===== src/rtl/aha_uart_tx_arbiter_pkg.sv =====
// Shared types and helpers for the UART TX arbiter slice.
// Used by aha_uart_tx_arbiter, its interface and the round-robin picker.
package aha_uart_arb_pkg;

    localparam int unsigned BYTE_W = 8;

    typedef enum logic [1:0] {
        IDLE = 2'd0,
        TAG  = 2'd1,
        XFER = 2'd2
    } arb_state_t;

    // Ceiling log2; callers clamp to a minimum width of 1 where needed.
    function automatic int unsigned clog2(input int unsigned value);
        int unsigned r;
        r = 0;
        while ((64'd1 << r) < 64'(value)) r++;
        return r;
    endfunction

endpackage


===== src/rtl/aha_uart_tx_arbiter_if.sv =====
// Handshake bundle between requester byte FIFOs, the arbiter and the UART TX shifter.
// The slave modport is the arbiter's view; master is the surrounding SoC (or a bench).
interface aha_uart_tx_arbiter_if #(
    parameter int unsigned NUM_REQ = 2
);
    import aha_uart_arb_pkg::*;

    logic [NUM_REQ-1:0]        REQ_VALID;
    logic [NUM_REQ*BYTE_W-1:0] REQ_DATA;
    logic [NUM_REQ-1:0]        REQ_LAST;
    logic [NUM_REQ-1:0]        REQ_READY;
    logic                      TX_VALID;
    logic [BYTE_W-1:0]         TX_DATA;
    logic                      TX_READY;
    logic [NUM_REQ-1:0]        GRANT;
    logic                      BUSY;

    modport master (
        output REQ_VALID, REQ_DATA, REQ_LAST, TX_READY,
        input  REQ_READY, TX_VALID, TX_DATA, GRANT, BUSY
    );

    modport slave (
        input  REQ_VALID, REQ_DATA, REQ_LAST, TX_READY,
        output REQ_READY, TX_VALID, TX_DATA, GRANT, BUSY
    );

endinterface


===== src/rtl/aha_rr_picker.sv =====
// Combinational round-robin picker: first asserted request at or after ptr, wrapping.
// Returns the one-hot winner, its index, and whether any request was present.
module aha_rr_picker #(
    parameter int unsigned N     = 2,
    parameter int unsigned IDX_W = 1
) (
    input  logic [N-1:0]     req,
    input  logic [IDX_W-1:0] ptr,
    output logic [N-1:0]     onehot,
    output logic [IDX_W-1:0] idx,
    output logic             any
);

    // Two passes: indices at/after ptr first, then the wrapped-around low indices.
    always_comb begin
        onehot = '0;
        idx    = '0;
        any    = 1'b0;
        for (int unsigned j = 0; j < N; j++) begin
            if (!any && req[j] && (j >= 32'(ptr))) begin
                onehot[j] = 1'b1;
                idx       = IDX_W'(j);
                any       = 1'b1;
            end
        end
        for (int unsigned j = 0; j < N; j++) begin
            if (!any && req[j]) begin
                onehot[j] = 1'b1;
                idx       = IDX_W'(j);
                any       = 1'b1;
            end
        end
    end

endmodule


===== src/rtl/aha_uart_tx_arbiter.sv =====
// Packet-granular round-robin arbiter sharing one UART TX channel among NUM_REQ byte streams.
// Define AHA_UART_ARB_TAG_EN to prefix each grant with a source tag byte (TAG_BASE + index).
module aha_uart_tx_arbiter
    import aha_uart_arb_pkg::*;
#(
    parameter int unsigned NUM_REQ   = 2,
    parameter int unsigned MAX_BURST = 64,
    parameter logic [7:0]  TAG_BASE  = 8'h30
) (
    input logic                  CLK,
    input logic                  RESET,
    aha_uart_tx_arbiter_if.slave bus
);

    localparam int unsigned IDX_W = clog2(NUM_REQ);
    localparam int unsigned CNT_W = (MAX_BURST > 1) ? clog2(MAX_BURST) : 1;

    if (NUM_REQ < 2 || NUM_REQ > 8) begin : g_bad_num_req
        $error("aha_uart_tx_arbiter: NUM_REQ must be 2..8");
    end
    if (MAX_BURST < 1 || MAX_BURST > 256) begin : g_bad_max_burst
        $error("aha_uart_tx_arbiter: MAX_BURST must be 1..256");
    end
    if (int'(TAG_BASE) + int'(NUM_REQ) > 256) begin : g_bad_tag_base
        $error("aha_uart_tx_arbiter: TAG_BASE + NUM_REQ overflows a byte");
    end

    arb_state_t         state, state_n;
    logic [NUM_REQ-1:0] grant, grant_n;
    logic [IDX_W-1:0]   gidx, gidx_n;
    logic [IDX_W-1:0]   ptr, ptr_n;
    logic [CNT_W-1:0]   cnt, cnt_n;

    logic [NUM_REQ-1:0] pick_onehot;
    logic [IDX_W-1:0]   pick_idx;
    logic               pick_any;

    logic               valid_g, last_g;
    logic [BYTE_W-1:0]  data_g;

    logic               tx_valid;
    logic [BYTE_W-1:0]  tx_data;
    logic [NUM_REQ-1:0] req_ready;

    aha_rr_picker #(
        .N     (NUM_REQ),
        .IDX_W (IDX_W)
    ) u_picker (
        .req    (bus.REQ_VALID),
        .ptr    (ptr),
        .onehot (pick_onehot),
        .idx    (pick_idx),
        .any    (pick_any)
    );

    // One-hot mux of the granted requester's byte lane.
    always_comb begin
        valid_g = |(bus.REQ_VALID & grant);
        last_g  = |(bus.REQ_LAST & grant);
        data_g  = '0;
        for (int unsigned i = 0; i < NUM_REQ; i++) begin
            if (grant[i]) data_g = bus.REQ_DATA[i*BYTE_W +: BYTE_W];
        end
    end

    always_ff @(posedge CLK or posedge RESET) begin
        if (RESET) begin
            state <= IDLE;
            grant <= '0;
            gidx  <= '0;
            ptr   <= '0;
            cnt   <= '0;
        end else begin
            state <= state_n;
            grant <= grant_n;
            gidx  <= gidx_n;
            ptr   <= ptr_n;
            cnt   <= cnt_n;
        end
    end

    always_comb begin
        state_n   = state;
        grant_n   = grant;
        gidx_n    = gidx;
        ptr_n     = ptr;
        cnt_n     = cnt;
        tx_valid  = 1'b0;
        tx_data   = '0;
        req_ready = '0;
        case (state)
            IDLE: begin
                if (pick_any) begin
                    grant_n = pick_onehot;
                    gidx_n  = pick_idx;
`ifdef AHA_UART_ARB_TAG_EN
                    state_n = TAG;
`else
                    state_n = XFER;
`endif
                end
            end
`ifdef AHA_UART_ARB_TAG_EN
            TAG: begin
                tx_valid = 1'b1;
                tx_data  = TAG_BASE + BYTE_W'(gidx);
                if (bus.TX_READY) state_n = XFER;
            end
`endif
            XFER: begin
                tx_valid  = valid_g;
                tx_data   = data_g;
                req_ready = grant & {NUM_REQ{bus.TX_READY}};
                if (valid_g && bus.TX_READY) begin
                    if (last_g || cnt == CNT_W'(MAX_BURST - 1)) begin
                        state_n = IDLE;
                        grant_n = '0;
                        cnt_n   = '0;
                        ptr_n   = (gidx == IDX_W'(NUM_REQ - 1)) ? '0 : gidx + 1'b1;
                    end else begin
                        cnt_n = cnt + 1'b1;
                    end
                end
            end
            default: state_n = IDLE;
        endcase
    end

    assign bus.TX_VALID  = tx_valid;
    assign bus.TX_DATA   = tx_data;
    assign bus.REQ_READY = req_ready;
    assign bus.GRANT     = grant;
    assign bus.BUSY      = (state != IDLE);

endmodule


===== src/flat_wrapper.sv =====
// flat-port wrapper written by rule: the top's interface ports become plain ports
module aha_uart_tx_arbiter_flat import aha_uart_arb_pkg::*;
#(
    parameter int unsigned NUM_REQ   = 2,
    parameter int unsigned MAX_BURST = 64,
    parameter logic [7:0]  TAG_BASE  = 8'h30
)
  (CLK, RESET, bus_REQ_VALID, bus_REQ_DATA, bus_REQ_LAST, bus_TX_READY, bus_REQ_READY, bus_TX_VALID, bus_TX_DATA, bus_GRANT, bus_BUSY);
  aha_uart_tx_arbiter_if #(.NUM_REQ(NUM_REQ)) bus_i ();
  input logic CLK;
  input logic RESET;
  input wire logic [$bits(bus_i.REQ_VALID)-1:0] bus_REQ_VALID;
  input wire logic [$bits(bus_i.REQ_DATA)-1:0] bus_REQ_DATA;
  input wire logic [$bits(bus_i.REQ_LAST)-1:0] bus_REQ_LAST;
  input wire logic [$bits(bus_i.TX_READY)-1:0] bus_TX_READY;
  output wire logic [$bits(bus_i.REQ_READY)-1:0] bus_REQ_READY;
  output wire logic [$bits(bus_i.TX_VALID)-1:0] bus_TX_VALID;
  output wire logic [$bits(bus_i.TX_DATA)-1:0] bus_TX_DATA;
  output wire logic [$bits(bus_i.GRANT)-1:0] bus_GRANT;
  output wire logic [$bits(bus_i.BUSY)-1:0] bus_BUSY;
  assign bus_i.REQ_VALID = bus_REQ_VALID;
  assign bus_i.REQ_DATA = bus_REQ_DATA;
  assign bus_i.REQ_LAST = bus_REQ_LAST;
  assign bus_i.TX_READY = bus_TX_READY;
  assign bus_REQ_READY = bus_i.REQ_READY;
  assign bus_TX_VALID = bus_i.TX_VALID;
  assign bus_TX_DATA = bus_i.TX_DATA;
  assign bus_GRANT = bus_i.GRANT;
  assign bus_BUSY = bus_i.BUSY;
  aha_uart_tx_arbiter #(.NUM_REQ(NUM_REQ), .MAX_BURST(MAX_BURST), .TAG_BASE(TAG_BASE)) u_core (.CLK(CLK), .RESET(RESET), .bus(bus_i));
endmodule

===== config.mk =====
export PLATFORM = sky130hd
export DESIGN_NAME = aha_uart_tx_arbiter_flat
export DESIGN_NICKNAME = d
export VERILOG_FILES = /design/src/rtl/aha_uart_tx_arbiter_pkg.sv /design/src/rtl/aha_uart_tx_arbiter_if.sv /design/src/rtl/aha_rr_picker.sv /design/src/rtl/aha_uart_tx_arbiter.sv /design/src/flat_wrapper.sv
export SDC_FILE = /design/constraint.sdc
export NUM_CORES = 1
export LEC_CHECK = 0
export BUFFER_PORTS_ARGS = -buffer_cell sky130_fd_sc_hd__buf_2
export CAP_MARGIN = 40
export CORE_AREA = 2 2 51 53
export DETAILED_ROUTE_END_ITERATION = 8
export DIE_AREA = 0 0 53 55
export PLACE_DENSITY = 0.66
export SLEW_MARGIN = 20
export SYNTH_ARGS = -nofsm -noshare
export SYNTH_HDL_FRONTEND = slang
export SYNTH_SLANG_ARGS = --single-unit

===== constraint.sdc =====
create_clock -name CLK -period 1.67 [get_ports CLK]
set_input_delay 0.334 -clock CLK [delete_from_list [all_inputs] [get_ports CLK]]
set_output_delay 0.334 -clock CLK [all_outputs]
set_load 0.02 [all_outputs]

After elaboration in Yosys (flattened, before gate mapping). Cells that the tools add are included.

Flip-flop bits (word level): 12. Bits of input ports: 23. Output and inout bits: 14. Word-level logic and storage cells: 57.

$add $sub $neg: 2. Order comparisons: 1. Equal/unequal tests: 5. Mux-type cells: 22. Bitwise logic cells: 3. Reductions and logical operators: 19.

Operators with widths (number): $mux 8 (3); $mux 1 (11); $mux 2 (5); $pmux 2 s2 (2); $add 6x1->6 const B (1); $and 2x2->2 (3); $eq 6x6->1 const B (1); $mux 6 (1); $ne 2x1->1 const B (3); $reduce_and 3->1 (2); $logic_and 1x1->1 (5); $reduce_and 2->1 (2); $reduce_and 4->1 (1); $reduce_bool 2->1 (2); $reduce_or 2->1 (2); $logic_not 1->1 (3); $eq 2x2->1 const B (1); $logic_not 2->1 (1); $add 1x1->1 const B (1); $ge 1x1->1 const A (1); $logic_or 1x1->1 (1).

Logic depth before layout (Yosys ltp). Gate-level depths: netlist (run 1).

Depth in word-level cells: 14. Mapped depth: 5.

Modules after synthesis. Synthesis (run 1) repeated with hierarchy kept, for this count alone.

Cells, all modules: 87. Area, all modules: 760.7 sq um.

Modules (own cells, without submodules): aha_uart_tx_arbiter (times used 1, cells an instance 82, area an instance 728.2 sq um, seq. area each 275.3 sq um); aha_rr_picker (times used 1, cells an instance 5, area an instance 32.5 sq um, seq. area each 0.0 sq um).

Worst setup path before layout (run 1). Ideal clock, no wire load.

Path type: register -> output. From: register u_core.grant[0], in the netlist u_core.bus.GRANT[0]. To: output port bus_TX_DATA[0]. Arrival time: 1322 ps. Data required time: 1336 ps. Setup slack: 14 ps. Cell stages (with the launch flop): 5. Path buffers: 1. Path through: dfrtp_1 > nor2b_1 > clkbuf_1 > a22oi_1 > nor2b_1.

Longest elaborated chain between the ends: 3.

Ends and longest elaborated chain: start, declared (RTL line aha_uart_tx_arbiter.sv:29) `logic [NUM_REQ-1:0] grant, grant_n;`; start signal, assigned (RTL line aha_uart_tx_arbiter.sv:75) `grant <= grant_n;`; $mux 8 (2 in series) (RTL line aha_uart_tx_arbiter.sv:62) `if (grant[i]) data_g = bus.REQ_DATA[i*BYTE_W +: BYTE_W];`; $mux 8 (RTL line aha_uart_tx_arbiter.sv:91) `case (state)`; end, declared (RTL line flat_wrapper.sv:18) `output wire logic [$bits(bus_i.TX_DATA)-1:0] bus_TX_DATA;`.

Every way passes these cells.

Final worst setup path (run 1).
From: register u_core.grant[1], in the netlist u_core.bus.GRANT[1]. To: output port bus_TX_DATA[3].

Longest elaborated chain between the ends: 2.

Ends and longest elaborated chain (RTL line): $mux 8 (aha_uart_tx_arbiter.sv:62); $mux 8 (aha_uart_tx_arbiter.sv:91).

Every way passes these cells.

==> impl_metrics.toml, run 1 <==
[run_status]
violations = "negative setup slack"
status = "finished with violations"

[clock_network]
number_of_cts_inserted_buffers = 3
h-tree-depth = 1
clock_slew_at_reported_path_ffs_ps = 70
ctsHoldBuffers = 0
cts_max_path_buffers = 2
clk_latency_ps = 270
numClockSinks = 11
clockRootBuffer = "clkbuf_4"
cts_tree = "yes"

[synthesis]
synth.most_common_cell = "dfrtp_1"
yosys-top-cells-count = "dfrtp_1 (11), o21ai_0 (10), a22oi_1 (9), nor2b_1 (9), nand2_1 (6)"
synth_edf_count = 0
cells_after_synthesis = 81
netlist.area_leader.share_pct = 39.9
post_synthesis_sequential_element_count = 11
synth.yosys.seq_area_share_pct = 39.9
syn_nets = 105
async_reset_ff_share_pct = 100
post_synth_instance_area_um2 = 691
ys_dominant_reg_cell = "dfrtp_1"
synth_top_cell_by_area = "dfrtp_1"
synth_area_leaders = "dfrtp_1 (40%), a22oi_1 (9.8%), nor2b_1 (8.2%)"
postSynthAreaPerCell_um2 = 8.53
yosys.cell_types.count = 23
ys.warnings.count = 0

[worst_setup_path]
critPathCapture = "bus_TX_DATA[3]"
critPathKind = "reg -> out"
rr_startpoint = "u_core.cnt[1]"
cp_data_arrival_time_ps = 1360
worst_r2r_path_depth = 5
cp-start-kind = "register"
worst_r2r_endpoint = "u_core.cnt[5]"
crit_path_end_kind = "output port"
critical_path.cell_chain = "nor2b_4 -> a22oi_1 -> nor2b_1 -> buf_4"
timing_startpoint_of_the_critical_path = "u_core.bus.GRANT[1]"
cpMaxStageDelayCell = "dfrtp_2"
slowest_delay_ps = 470
cp_data_required_time_ps = 1340
cp_max_fo = 8
r2r_setup_slack_ps = 40

[route]
drt_first_iter_violations = 23
routed_wire_length_mm = 1.97
firstDrtPassIters = 4
wire_per_inst_um = 12.6
vias_per_std_cell = 5.12
post-route-drc-count = 0
num_vias = 798
drtAntennaViolNets = 0

[global_routing]
grt_overflow = 0
initial_antenna_violation_count = 0
globalRouteTotalUtil_pct = 13.8
grt_first_pass_wirelength_mm = 2.81
number_of_global_route_vias_before_repair = 709
grt_max_degree = 16

[power_and_ir_drop]
p_leak_uw = 0.000498
vdd_drop_max_mv = 0.782
p_per_area_mw_per_mm2 = 1480

[layout]
final_nets = 151
flow.area_growth_from_synthesis_pct = 49.5
drive_gt1_share_pct = 45.2
ant_cells = 0
final_design_area_no_fill_mm2 = 0.00103

[sta]
hold_viol = 0
finalHoldWorstSlack_ps = 45.4
post-route-period-util_pct = 101
fin_worst_skew_ps = 1.34
worst_slew_margin_rel_pct = 72.1
finalSetupViolCount = 1
final.setup.worst_slack_ps = -19.3
final_period_demand_of_the_worst_path_ps = 1690
slew_violations = 0
clock.fmax_mhz = 592
worst_tran_pin_value_ps = 419
rsz0062_at_grt = "yes"

[placed_design]
placedInstanceArea_um2 = 945
routabilityCongestion = 0.841
io_buffers = 36
dp.final_hpwl_mm = 1.49

[min_path]
timing.hold.worst.class = "in -> async"

[die]
floorplan.core_area_mm2 = 0.00236
standard_cell_rows = 18
die_width_um = 53
io_pins = 37
die_area_mm2 = 0.00292
effective_utilization_at_floorplan_pct = 29.2
die-height_um = 55

[flow_run]
cap_viol_max_count = 0
[worst min path at each step]
| stage | startpoint | slack, ps | end | depth (start not counted) |
|---|---|---|---|---|
| final | RESET | 50 | u_core.ptr | 2 |
| after global routing | RESET | 90 | u_core.cnt[2] | 2 |
| after CTS | RESET | 60 | u_core.cnt[0] | 2 |
| after detailed placement | RESET | 350 | u_core.cnt[0] | 2 |
| after global placement | RESET | 350 | u_core.cnt[0] | 2 |
| after floorplan | RESET | 190 | u_core.bus.GRANT[0] | 1 |
[area by class of cell]
| cell class | instances | area, um2 |
|---|---|---|
| timing repair buffer | 45 | 272 |
| fill | 237 | 1330 |
| multi-input combinational | 63 | 408 |
| sequential | 11 | 278 |
| clock buffer | 4 | 26.3 |
| inverter | 3 | 11.3 |
| tap | 30 | 37.5 |
[through the flow]
| stage | total power [uW] | std cells | worst slack (ps) | utilization [%] | setup TNS [ps] |
|---|---|---|---|---|---|
| floorplan | 943 | 81 | 14.0 | - | 0 |
| global placement | 1210 | 150 | 28.9 | 39.9 | 0 |
| detailed placement | 1230 | 150 | -43.2 | 39.9 | -57.5 |
| CTS | 1500 | 156 | -1.28 | 42.9 | -1.28 |
| global route | 1650 | 156 | -95.3 | 43.7 | -523 |
| finish | 1530 | 156 | -19.3 | 43.7 | -19.3 |
[registers in the layout, summed over array words and instances (netlist names)]
register          cells
u_core.gidx           1
u_core.cnt            6
u_core.state          1
u_core.ptr            1
u_core.bus.GRANT      2
[cells by family (layout without fill, tap and decap cells)]
family / Yosys count / after routing / synth area share [%]
AO/OA/AOI/OAI: 30 / 30 / 29.0
adder cells (fa/ha/maj): 1 / 1 / 1.81
buffers and inverters: 7 / 52 / 3.98
flip-flops: 11 / 11 / 39.9
AND/OR/NAND/NOR: 32 / 32 / 25.4
[metal layers]
layer / part of all wire [%] / track usage (%) / up-vias
met5: 0 / 0 / -
met4: 1.7 / 7.69 / 0
met3: 7.3 / 2.42 / 4
met2: 50 / 27.3 / 37
met1: 41 / 13.6 / 373
li1: - / - / 384
[cells in the final DEF, fill, tap and decap left out]
cell	count
a21oi_1	4
a22o_1	1
a22oi_1	8
a22oi_2	2
a31o_2	2
a31oi_1	1
and2b_1	1
and3_1	3
and3_4	1
buf_2	28
buf_4	16
buf_6	1
clkbuf_1	1
clkbuf_4	3
dfrtp_1	9
dfrtp_2	2
ha_2	1
inv_1	3
nand2_1	6
nand2b_1	3
nand3_1	4
nor2_1	3
nor2b_1	8
nor2b_4	1
o21ai_0	9
o21ai_1	1
o2bb2ai_1	1
o31a_1	1
or2_1	1
or4_1	1
[worst max-delay path: cells and delay by family, from the launching register on]
family,cells,cell delay [ps]
and+or+nand+nor,2,360
buffers and inverters,1,160
AOI/OAI and AO/OA,1,90
DFF,1,470
[report_power, final]
| part | internal (uW) | leakage (uW) | switching, uW |
|---|---|---|---|
| Clock | 92.5 | 0.0000150 | 88.0 |
| Sequential | 361 | 0.000136 | 90.2 |
| Combinational | 420 | 0.000347 | 475 |
| Total | 873 | 0.000498 | 653 |
[repair_timing]
action                                  in CTS  in global routing
pin swaps                                    1                  0
hold endpoints to repair                     0                  0
gates cloned                                 0                  0
endpoints found under the setup margin       9                 10
resized for setup                           10                  7
buffers inserted                             2                  0
No activity file was read; power rests on OpenSTA's default activity.
==> run 2, diff against run 1 <==
--- a/config.mk
+++ b/config.mk
@@ -10,7 +10,7 @@
 export CORE_AREA = 2 2 51 53
 export DETAILED_ROUTE_END_ITERATION = 8
 export DIE_AREA = 0 0 53 55
-export PLACE_DENSITY = 0.66
+export PLACE_DENSITY = 0.64
 export SLEW_MARGIN = 20
 export SYNTH_ARGS = -nofsm -noshare
 export SYNTH_HDL_FRONTEND = slang
==> constraint.sdc (replaced) <==
create_clock -name CLK -period 2.1 [get_ports CLK]
set_input_delay 0.42 -clock CLK [delete_from_list [all_inputs] [get_ports CLK]]
set_output_delay 0.42 -clock CLK [all_outputs]
set_load 0.02 [all_outputs]
==> run 2 against run 1 <==
Compared with the run above: the run now ends clean; via count fell by 4.5%; die area unchanged; design area down 10%; clock power is 18% lower; hold slack improved by 73 ps; non-clock buffer count fell by 8; global-route usage decreased by 0.43 points.
==> impl_metrics.toml, run 2 (synthesized netlist as in run 1, its figures left out) <==
[global_routing]
initial_antenna_violation_count = 0
number_of_global_route_vias_before_repair = 638
grt_first_pass_wirelength_mm = 2.74
grt_max_degree = 17
grt_overflow = 0
globalRouteTotalUtil_pct = 13.4

[route]
wire_per_inst_um = 12.1
vias_per_std_cell = 5.15
drtAntennaViolNets = 0
drt_first_iter_violations = 27
firstDrtPassIters = 4
num_vias = 762
routed_wire_length_mm = 1.79
post-route-drc-count = 0

[power_and_ir_drop]
clock_power_share_pct = 13.7
switchingPower_uw = 494
p_leak_uw = 0.000459
share_comb_of_total_power_pct = 51.3
cell_internal_pwr_uw = 587
seq_power_share_pct = 35.1
net_sw_share_pct = 45.7
p_per_area_mw_per_mm2 = 1170
vdd_drop_max_mv = 0.618

[sta]
slew_violations = 0
worst_tran_pin_value_ps = 455
setup_total_negative_slack_ps = 0
final_period_demand_of_the_worst_path_ps = 1960
hold_viol = 0
finalHoldWorstSlack_ps = 118
final.setup.worst_slack_ps = 141
rsz0062_at_grt = "no"
finalSetupViolCount = 0
clock.fmax_mhz = 511
worst_slew_margin_rel_pct = 69.5
post-route-period-util_pct = 93.3
fin_worst_skew_ps = 5.57

[min_path]
timing.hold.worst.class = "in -> async"

[die]
die_width_um = 53
die_area_mm2 = 0.00292
io_pins = 37
die-height_um = 55
floorplan.core_area_mm2 = 0.00236
standard_cell_rows = 18
effective_utilization_at_floorplan_pct = 29.2

[layout]
layout.cells.most_common_list = "buf_2 (36), dfrtp_1 (11), o21ai_0 (10)"
flip_flop_count_of_the_largest_register_all_copies_and_words_added = 6
drive_gt1_share_pct = 36.4
ant_cells = 0
flow.area_growth_from_synthesis_pct = 34.1
largest_register = "u_core.cnt"
finalCoreUtilization_pct = 39.2
most_frequent_standard_cell_in_the_layout_excluding_fill_and_tap_cells = "buf_2"
final_nets = 143

[clock_network]
number_of_cts_inserted_buffers = 3
ctsHoldBuffers = 0
cts_max_path_buffers = 2
postCtsSetupRepairBufs = 0
numClockSinks = 11
clock_slew_at_reported_path_ffs_ps = 70
cts_tree = "yes"
h-tree-depth = 1
clk_latency_ps = 280
clockRootBuffer = "clkbuf_4"
cts_repair_resize_count = 0

[worst_setup_path]
critPathKind = "reg -> out"
cpMaxStageDelayCell = "dfrtp_1"
cp_data_required_time_ps = 1680
worst_path_most_repeated_cell = "nor2b_1"
crit_path_end_kind = "output port"
cp_data_arrival_time_ps = 1540
cp_max_fo = 15
critical_path.cell_chain = "nor2b_1 -> buf_4 -> a22oi_1 -> nor2b_1 -> buf_2"
cp-start-kind = "register"
slowest_delay_ps = 630

[placed_design]
dp.final_hpwl_mm = 1.39
routabilityCongestion = 0.803
dp_slack_ps = 331
io_buffers = 36

[run_status]
status = "complete, no violations"

[flow_run]
cap_viol_max_count = 0
==> run 2: changes by cell type in the layout (fill, tap and decap cells not counted), sizes merged <==
cell,change
buf,-8
==> run 2: critical path, delay by kind of cell, from the launching register on <==
| kind | cells | cell delay, ps |
|---|---|---|
| AOI/OAI and AO/OA | 1 | 150 |
| and+or+nand+nor | 2 | 150 |
| DFF | 1 | 630 |
| buffers and inverters | 2 | 340 |
==> run 2: worst paths after layout <==
| kind | start | slack [ps] | end | depth (start not counted) |
|---|---|---|---|---|
| min | RESET | 120 | u_core.cnt[2] | 2 |
| min reg2reg | u_core.gidx | 480 | u_core.ptr | 1 |
| max in group asynchronous | RESET | 1690 | u_core.gidx | 2 |
| max reg2reg | u_core.bus.GRANT[1] | 310 | u_core.cnt[5] | 4 |
| max | u_core.bus.GRANT[1] | 140 | bus_TX_DATA[2] | 5 |
| min in group CLK | bus_REQ_VALID[1] | 420 | u_core.state[1] | 2 |
==> run 2: layout make-up <==
type                    count  area, um2
inverters                   3       11.3
repair buffers             37        188
flip-flops and latches     11        275
multi-input cells          63        388
clock buffers               4       26.3
well taps                  30       37.5
fillers                   248       1440
==> run 2: power groups by stage <==
stage                     combinational [uW]  clock, uW  sequential [uW]
final                                    554        148              379
after global routing                     610        158              393
after CTS                                558        154              380
after detailed placement                 555          0              384
after global placement                   539          0              374
after floorplan                          386          0              364
==> run 2: layer usage <==
layer / global-route usage, % / part of all wire (%)
met1: 16.1 / 43
met2: 21.5 / 46
met3: 2.42 / 8.3
met4: 10.3 / 2.6
met5: 0 / 0
==> run 2: stage by stage <==
| step | std cells | power (uW) | instance area [um2] |
|---|---|---|---|
| after CTS | 148 | 1090 | 926 |
| after detailed placement | 144 | 939 | 900 |
| after floorplan | 81 | 750 | 691 |
| after global placement | 144 | 913 | 900 |
| final | 148 | 1080 | 926 |
| after global routing | 148 | 1160 | 926 |
==> run 3, diff against run 2 <==
--- a/config.mk
+++ b/config.mk
@@ -7,10 +7,12 @@
 export LEC_CHECK = 0
 export BUFFER_PORTS_ARGS = -buffer_cell sky130_fd_sc_hd__buf_2
 export CAP_MARGIN = 40
+export CELL_PAD_IN_SITES_DETAIL_PLACEMENT = 0
+export CELL_PAD_IN_SITES_GLOBAL_PLACEMENT = 1
 export CORE_AREA = 2 2 51 53
 export DETAILED_ROUTE_END_ITERATION = 8
 export DIE_AREA = 0 0 53 55
-export PLACE_DENSITY = 0.64
+export PLACE_DENSITY = 0.84
 export SLEW_MARGIN = 20
 export SYNTH_ARGS = -nofsm -noshare
 export SYNTH_HDL_FRONTEND = slang
==> constraint.sdc (replaced) <==
create_clock -name CLK -period 1.87 [get_ports CLK]
set_input_delay 0.374 -clock CLK [delete_from_list [all_inputs] [get_ports CLK]]
set_output_delay 0.374 -clock CLK [all_outputs]
set_load 0.02 [all_outputs]
==> run 3 against run 2 <==
Compared with the run above: register-to-register slack got worse by 190 ps; critical path type is now reg -> reg; sequential power increased by 8.7%; clock-buffer cell count unchanged; global-route usage decreased by 1.1 points.
==> impl_metrics.toml, run 3 (synthesized netlist as in run 1, its figures left out) <==
[run_status]
status = "complete, no violations"

[sta]
rsz0062_at_grt = "no"
fin_worst_skew_ps = 3.09
post-route-period-util_pct = 93.7
hold_viol = 0
worst_slew_margin_rel_pct = 69.3
slew_violations = 0
clock.fmax_mhz = 571
setup_total_negative_slack_ps = 0
final_period_demand_of_the_worst_path_ps = 1750
worst_tran_pin_value_ps = 458
finalSetupViolCount = 0
final.setup.worst_slack_ps = 118
finalHoldWorstSlack_ps = 73.2

[power_and_ir_drop]
clock_power_share_pct = 13.8
seq_power_share_pct = 33.3
share_comb_of_total_power_pct = 53.0
p_leak_uw = 0.000463
net_sw_share_pct = 45.3
p_total_uw = 1240
switchingPower_uw = 562
vdd_drop_max_mv = 0.512
cell_internal_pwr_uw = 678
p_per_area_mw_per_mm2 = 1310

[global_routing]
grt_overflow = 0
grt_max_degree = 16
globalRouteTotalUtil_pct = 12.3
initial_antenna_violation_count = 0
number_of_global_route_vias_before_repair = 613
grt_first_pass_wirelength_mm = 2.61

[die]
io_pins = 37
die-height_um = 55
floorplan.core_area_mm2 = 0.00236
standard_cell_rows = 18
die_width_um = 53
die_area_mm2 = 0.00292
effective_utilization_at_floorplan_pct = 29.2

[worst_setup_path]
cp-start-kind = "register"
cp_data_arrival_time_ps = 1950
cp_max_fo = 4
worst_r2r_path_depth = 5
cp_data_required_time_ps = 2070
critPathKind = "reg -> reg"
crit_path_end_kind = "register"

[route]
post-route-drc-count = 0
routed_wire_length_mm = 1.82
firstDrtPassIters = 4
drtAntennaViolNets = 0
num_vias = 768
wire_per_inst_um = 12.2
vias_per_std_cell = 5.15
drt_first_iter_violations = 39

[placed_design]
routabilityCongestion = 0.746
io_buffers = 36
dp_slack_ps = 120
dp.final_hpwl_mm = 1.40

[layout]
most_frequent_standard_cell_in_the_layout_excluding_fill_and_tap_cells = "buf_2"
largest_register = "u_core.cnt"
drive_gt1_share_pct = 39.5
layout.filler_cells = 248
layout.cells.most_common_list = "buf_2 (36), o21ai_0 (10), a22oi_1 (9), dfrtp_1 (9), nor2b_1 (8)"
flip_flop_count_of_the_largest_register_all_copies_and_words_added = 6
ant_cells = 0
flow.area_growth_from_synthesis_pct = 36.6
final_nets = 144

[clock_network]
cts_tree = "yes"
clockRootBuffer = "clkbuf_4"
cts_max_path_buffers = 2
clk_latency_ps = 280
clock_slew_at_reported_path_ffs_ps = 70
numClockSinks = 11
number_of_cts_inserted_buffers = 3
h-tree-depth = 1
postCtsSetupRepairBufs = 0

[flow_run]
cap_viol_max_count = 0

[min_path]
timing.hold.worst.class = "in -> async"
==> run 3: cell types whose count changed in the layout (fill, tap and decap cells not counted) <==
cell,delta
nor2b_4,+1
nor2b_1,-1
dfrtp_1,-2
buf_4,+1
dfrtp_2,+2
==> run 3: area by class of cell <==
| type | instances | area [um2] | share of cell area, % |
|---|---|---|---|
| inverter | 3 | 11.3 | 1.19 |
| timing repair buffer | 38 | 195 | 20.7 |
| clock buffer | 4 | 26.3 | 2.79 |
| tap | 30 | 37.5 | 3.98 |
| multi-input combinational | 63 | 395 | 41.9 |
| sequential | 11 | 278 | 29.4 |
==> run 3: worst max-delay path, stage by stage (launching register included) <==
cell and delay (ps):
dfrtp_1 410, ha_1 240, and3_1 220, a31o_2 270, or4_1 450, o21ai_0 90
==> run 3: routing by layer <==
layer	GRT usage [%]	part of all wire, %
met5	0	0
met3	2.42	12
met4	7.69	2.3
met2	19.4	42
met1	15.5	43
==> run 3: final timing paths <==
path | startpoint | end | slack (ps)
max | u_core.cnt[0] | u_core.cnt[5] | 120
min | RESET | u_core.cnt[0] | 70
max reg2reg | u_core.cnt[0] | u_core.cnt[5] | 120
min reg2reg | u_core.gidx | u_core.ptr | 460
max in group asynchronous | RESET | u_core.bus.GRANT[0] | 1470
min in group CLK | bus_REQ_VALID[0] | u_core.state[1] | 360
==> run 3: repair_timing <==
item,CTS,global route
resized for setup,2,2
endpoints found under the setup margin,8,8
hold buffers,0,0
hold endpoints to repair,0,0
==> run 3: power groups by stage <==
| stage | logic [uW] | clock network [uW] | registers (uW) |
|---|---|---|---|
| finish | 657 | 171 | 412 |
| global route | 730 | 182 | 428 |
| CTS | 663 | 175 | 408 |
| detailed placement | 653 | 0 | 406 |
| global placement | 638 | 0 | 400 |
| floorplan | 433 | 0 | 408 |
==> run 3: metrics by stage <==
stage	instances	cell area [um2]	util [%]
global placement	145	907	38.4
CTS	149	941	39.8
detailed placement	145	907	38.4
global route	149	943	39.9
floorplan	81	691	-
finish	149	943	39.9
